## config.mk

```make
export PLATFORM = sky130hd
export DESIGN_NAME = encoder4_2_rr
export DESIGN_NICKNAME = d
export VERILOG_FILES = /design/src/rtl/encoder4_2_rr_pkg.sv /design/src/rtl/encoder4_2_rr_priority_enc4_2.sv /design/src/rtl/encoder4_2_rr.sv
export SDC_FILE = /design/constraint.sdc
export NUM_CORES = 1
export LEC_CHECK = 0
export ABC_CLOCK_PERIOD_IN_PS = 2300
export BUFFER_PORTS_ARGS = -buffer_cell sky130_fd_sc_hd__buf_2
export CORE_AREA = 2 2 39 41
export DETAILED_ROUTE_END_ITERATION = 7
export DIE_AREA = 0 0 41 43
export HOLD_SLACK_MARGIN = 0.02
export SKIP_LAST_GASP = 1
export SLEW_MARGIN = 20
export SYNTH_ARGS = -nofsm -noshare
export SYNTH_HDL_FRONTEND = slang
export SYNTH_SLANG_ARGS = --single-unit
```

## constraint.sdc

```tcl
create_clock -name clk -period 2.3 [get_ports clk]
set_input_delay 0.115 -clock clk [delete_from_list [all_inputs] [get_ports clk]]
set_output_delay 0.115 -clock clk [all_outputs]
set_load 0.03 [all_outputs]
```

## src/rtl/encoder4_2_rr_pkg.sv

```systemverilog
// rtl/encoder4_2_rr_pkg.sv - shared constants for the round-robin 4-to-2 encoder
package encoder4_2_rr_pkg;

  localparam int N_REQ = 4;
  localparam int IDX_W = 2;
  localparam logic [IDX_W-1:0] RESET_IDX = 2'b00;

  // Rotate a request vector right by amt so that bit amt lands at position 0.
  function automatic logic [N_REQ-1:0] rotr_req(input logic [N_REQ-1:0] vec,
                                                input logic [IDX_W-1:0] amt);
    logic [N_REQ-1:0] r;
    logic [IDX_W-1:0] src;
    r = '0;
    for (int i = 0; i < N_REQ; i++) begin
      src  = IDX_W'(i) + amt;
      r[i] = vec[src];
    end
    return r;
  endfunction

endpackage

```

## src/rtl/encoder4_2_rr_priority_enc4_2.sv

```systemverilog
// rtl/encoder4_2_rr_priority_enc4_2.sv - fixed-priority 4-to-2 encoder, bit 0 highest
import encoder4_2_rr_pkg::*;

module priority_enc4_2 (
  input  logic [N_REQ-1:0] req,
  output logic [IDX_W-1:0] idx,
  output logic             any
);

  always_comb begin
    idx = RESET_IDX;
    any = |req;
    if (req[0])      idx = 2'd0;
    else if (req[1]) idx = 2'd1;
    else if (req[2]) idx = 2'd2;
    else if (req[3]) idx = 2'd3;
  end

endmodule

```

## src/rtl/encoder4_2_rr.sv

```systemverilog
// rtl/encoder4_2_rr.sv - registered round-robin 4-to-2 encoder with valid/ready output
import encoder4_2_rr_pkg::*;

module encoder4_2_rr (
  input  logic             clk,
  input  logic             reset,
  input  logic [N_REQ-1:0] req,
  input  logic             ready,
  output logic [IDX_W-1:0] out,
  output logic             valid
);

  logic [IDX_W-1:0] ptr;
  logic [IDX_W-1:0] out_q;
  logic             valid_q;

  logic             hs;
  logic             load;
  logic [IDX_W-1:0] eff;
  logic [N_REQ-1:0] req_rot;
  logic [IDX_W-1:0] enc_idx;
  logic             enc_any;
  logic [IDX_W-1:0] grant_idx;

  assign hs   = valid_q & ready;
  assign load = ~valid_q | ready;
  // An accepted grant hands priority to the requester just after it.
  assign eff  = hs ? out_q + 2'd1 : ptr;

  assign req_rot = rotr_req(req, eff);

  priority_enc4_2 u_penc (
    .req (req_rot),
    .idx (enc_idx),
    .any (enc_any)
  );

  assign grant_idx = enc_idx + eff;

  always_ff @(posedge clk or posedge reset) begin
    if (reset) begin
      ptr     <= RESET_IDX;
      out_q   <= RESET_IDX;
      valid_q <= 1'b0;
    end else begin
      ptr <= eff;
      if (load) begin
        valid_q <= enc_any;
        if (enc_any) out_q <= grant_idx;
      end
    end
  end

  assign out   = out_q;
  assign valid = valid_q;

endmodule

```

# Word level (Yosys, flattened, before mapping)

Index checks and enable logic that the tools add are counted.

Bitwise logic cells: 3
Reductions and logical operators: 2
$add $sub $neg: 5
Multiplexer cells: 13
Magnitude comparators: 4

Operators by type and width:

| operator            | count |
|---|---|
| $lt 2x3->1 const B  | 4 |
| $mux 2              | 5 |
| $bmux 1 s2          | 4 |
| $add 2x2->2 const A | 2 |
| $mux 1              | 4 |
| $reduce_or 4->1     | 1 |
| $add 1x2->2 const A | 1 |
| $add 2x1->2 const B | 1 |
| $add 2x2->2         | 1 |
| $reduce_and 2->1    | 1 |
| $and 1x1->1         | 1 |
| $not 1->1           | 1 |
| $or 1x1->1          | 1 |

Register bits: 5
Input bits: 7
Word-level logic and storage cells: 30

# Depth between registers and ports, before layout

Word-level depth: 10
Gate-level depth with buffers: 8
Mapped depth without buffers: 7

# Cells and area by module

A second synthesis with hierarchy kept.

Cells, all modules: 41
Area, all modules: 420.4 µm²

By module, submodules not included:

| module          | area each (µm²) | cells an instance | times used | seq. area each (µm²) |
|---|---|---|---|---|
| encoder4_2_rr   | 385.4           | 34                | 1          | 125.1 |
| priority_enc4_2 | 35.0            | 7                 | 1          | 0.0 |

# Worst setup path after synthesis

Ideal clock, no wire load.

Kind: reg2reg
From: register valid_q (netlist: valid)
To: register out_q[0] (netlist: out[0])
Period minus slack after synthesis: 1.855 ns
Required time: 2.167 ns
Path slack: 0.445 ns
Cell stages (with the launch flop): 8
Library setup time: 0.133 ns
Buffers on the path: 1
Arrival time: 1.722 ns
Cell sequence: dfrtp_1 > buf_6 > a21o_2 > o21a_2 > o221a_1 > or2_1 > a211oi_2 > o211ai_1

Word-level cells in the longest chain between the ends: 10
Elaborated cells between the ends (all ways): 22
Those cells by class: 4 x add/sub; 13 x mux; 3 x bitwise; 2 x reduce/logical

RTL lines:

| what                         | RTL line                            | RTL |
|---|---|---|
| from (decl)                  | encoder4_2_rr.sv:15                 | `logic valid_q;` |
| from (signal assigned)       | encoder4_2_rr.sv:48                 | `valid_q <= enc_any;` |
| $and 1x1->1 *                | encoder4_2_rr.sv:25                 | `assign hs = valid_q & ready;` |
| $mux 2 *                     | encoder4_2_rr.sv:28                 | `assign eff = hs ? out_q + 2'd1 : ptr;` |
| via eff[1]                   | encoder4_2_rr.sv:19                 | `logic [IDX_W-1:0] eff;` |
| $add 2x2->2                  | encoder4_2_rr_pkg.sv:15             | `src = IDX_W'(i) + amt;` |
| $bmux 1 s2                   | encoder4_2_rr_pkg.sv:16             | `r[i] = vec[src];` |
| $mux 1 (not written as such) | encoder4_2_rr_pkg.sv:16             |  |
| $mux 2                       | encoder4_2_rr_priority_enc4_2.sv:16 | `else if (req[3]) idx = 2'd3;` |
| $mux 2                       | encoder4_2_rr_priority_enc4_2.sv:15 | `else if (req[2]) idx = 2'd2;` |
| $mux 2                       | encoder4_2_rr_priority_enc4_2.sv:14 | `else if (req[1]) idx = 2'd1;` |
| $mux 2                       | encoder4_2_rr_priority_enc4_2.sv:13 | `if (req[0]) idx = 2'd0;` |
| $add 2x2->2                  | encoder4_2_rr.sv:38                 | `assign grant_idx = enc_idx + eff;` |
| to (signal assigned)         | encoder4_2_rr.sv:49                 | `if (enc_any) out_q <= grant_idx;` |
| to (decl)                    | encoder4_2_rr.sv:14                 | `logic [IDX_W-1:0] out_q;` |

Mark *: on every way through the listed nets, which the timed path passes. The rest lies on a longest branch. The select of a mux whose other input is x is not followed.
A chain may end at the register's enable or synchronous reset.

# Worst setup path in the final report

Ends and elaborated chain as after synthesis.

==> qor.yml <==
status: "finished, final reports clean"
ant_nets: 0
drc: 0
clockBufferDepth: 2
rows: 14
dr.first_iter.drc_count: 11
final_cell_area_sq_um: 497
detailed_place.area_sq_um: 460
timing.final.crit_period_ns: 1.86
hpwlAfterDp_um: 671
fp.dieW_um: 41
holdPathStages: 2
cts-root-buf: "clkbuf_4"
syn_area_per_cell_sq_um: 9.24
ys_warn_count: 0
crit_required_ns: 2.41
tns_ns: 0
met1_usage: 0.166
drv_slew: 0
critPathMaxFanout: 10
cts_tree: "yes"
io_pins: 10
rr_startpoint: "valid"
ys.flop_type: "dfrtp_1"
cts_setup_buffers: 0
rsz0062_at_grt: "false"
htreeDepth: 1
synth_most_common_cell: "dfrtp_1"
grt_max_degree: 11
pwr-share-comb: 0.484
grt_pass1_vias: 334
drv_cap: 0
final_util: 0.359
p_sw_frac: 0.406
clkLatencyLatePin_ns: 0.24
crit_type: "reg2reg"
antenna_found_initial: 0
holdWs_ns: 0.147
netlist_top_cells_count: "dfrtp_1, nand2_1, inv_1"
grt_pass1_wl_um: 1500
final_cells: 73
clock-skew-final_ns: 0.00232
dp_cells: 68
finalSetupViolations: 0
syn_area_sq_um: 407
numPortBuffers: 9
ys_top_cells_by_area: "dfrtp_1, nand2_1, o211ai_1, a211oi_2, nor2b_1"
wirelength_um: 837
numCtsBuffers: 3
clock_sinks: 5
regToRegEndpoint: "out[0]"
use_met2: 0.169
yosysTopAreaCellShare: 0.308
syn-instance-count: 44
reg2reg_slack_ns: 0.44
p_int_mw: 0.283
fmax_ghz: 0.536
gr-total-overflow: 0
ys_ff_latch: 5
min_from: "ready"
dieArea_sq_mm: 0.00176
first_pass_iters: 4
via_per_inst: 5.23
r2r_cells: 6
syn_nets: 51
yosysUniqueCellTypes: 31
leakage_nw: 0.210
crit_path_end_kind: "flip-flop"
async_flop_share: 1.00
setup_ws_ns: 0.436
chipHeight_um: 43
hold_path_class: "in2reg"
nets: 65
peakVddDrop_mv: 0.375
place_congestion: 0.689
powerDensity_mw_per_mm2: 959
synth-edff-count: 0
clkPwrFrac: 0.214
slew_headroom: 0.594
drive_above_1_share: 0.351
dpl_worst_slack_ns: 0.480
startpoint_type: "flip-flop"
grt.total_usage: 0.125
tightest_slew_ns: 0.603
hold_viol_final: 0
area_delta_synth_final_pct: 22.2
arrival_ns: 1.98
met3_usage: 0.0681
via_count: 382
grt.busiest_layer: "met2"
seq_area_frac_synth: 0.308
wl_per_cell_um: 11.5
start_util: 0.294
nFillCells: 141
p_sw_mw: 0.193
power_mw: 0.476
antennaDiodeCount: 0
synth.largest_area_cell: "dfrtp_1"
path_clk_slew_ns: 0.04
holdPathEnd: "out[0]"
post-route-period-util: 0.810
seqPwrFrac: 0.302
coreArea_sq_mm: 0.00138
[per-layer routing]
layer | up-vias | routed length [um]
li1 | 194 | -
met1 | 183 | 386
met2 | 5 | 415
met3 | 0 | 35
met4 | 0 | 0
met5 | - | 0
[cell usage in the layout, fill, tap and decap left out, types with 2 or more instances in the layout]
cell type and instances:
inv_1 3, dfrtp_1 5, nand2_1 4, clkbuf_4 3, buf_2 9, o211ai_1 2
a21oi_1 2, o21ai_0 2, nor2b_1 2
[power by group through the flow]
| stage | clock, mW | combinational [mW] | sequential [mW] |
|---|---|---|---|
| 2_1_floorplan | 0 | 0.145 | 0.172 |
| 3_3_place_gp | 0 | 0.226 | 0.146 |
| 3_5_place_dp | 0 | 0.229 | 0.146 |
| 4_1_cts | 0.106 | 0.230 | 0.145 |
| 5_1_grt | 0.111 | 0.261 | 0.150 |
| 6_report | 0.102 | 0.231 | 0.144 |
[kinds of logic (layout without fill, tap and decap cells)]
kind of cell / count (synthesis) / count (layout) / share of synthesized area
AOI/OAI and AO/OA: 19 / 19 / 0.375
xor gates and xnor gates: 1 / 1 / 0.0215
buffers and inverters: 4 / 17 / 0.0554
DFF: 5 / 5 / 0.308
and+or+nand+nor: 15 / 15 / 0.240
[how the worst max path moves through the flow]
stage,slack (ns),endpoint,cells past startpoint,from
floorplan,0.44,out[0],7,valid
global placement,0.50,out[0],6,valid
detailed placement,0.48,out[0],6,valid
CTS,0.46,out[0],6,valid
global route,0.22,out[0],7,valid
finish,0.44,out[0],6,valid
[flip-flops by register name, indices dropped and copies added, names as in the netlist]
name,flops
out,2
ptr,2
valid,1
[critical path, cell delays in order (launching register included)]
cell and delay [ns]:
dfrtp_1 0.47, nand2_1 0.14, o21a_2 0.28, o221a_1 0.30
or2_1 0.23, a211oi_2 0.20, o211ai_1 0.11
[layout make-up]
class / instances / area, sq um / share of cell area
timing repair buffer: 10 / 55.1 / 0.111
clock buffer: 4 / 26.3 / 0.0529
inverter: 3 / 11.3 / 0.0227
multi-input combinational: 35 / 259 / 0.521
sequential: 5 / 125 / 0.252
tap: 16 / 20.0 / 0.0403
[what timing repair did]
action | in CTS | in global routing
hold buffers | 1 | 0
endpoints found under the hold margin | 5 | 0
resized for setup | 0 | 0
(Power assumes the default switching activity.)
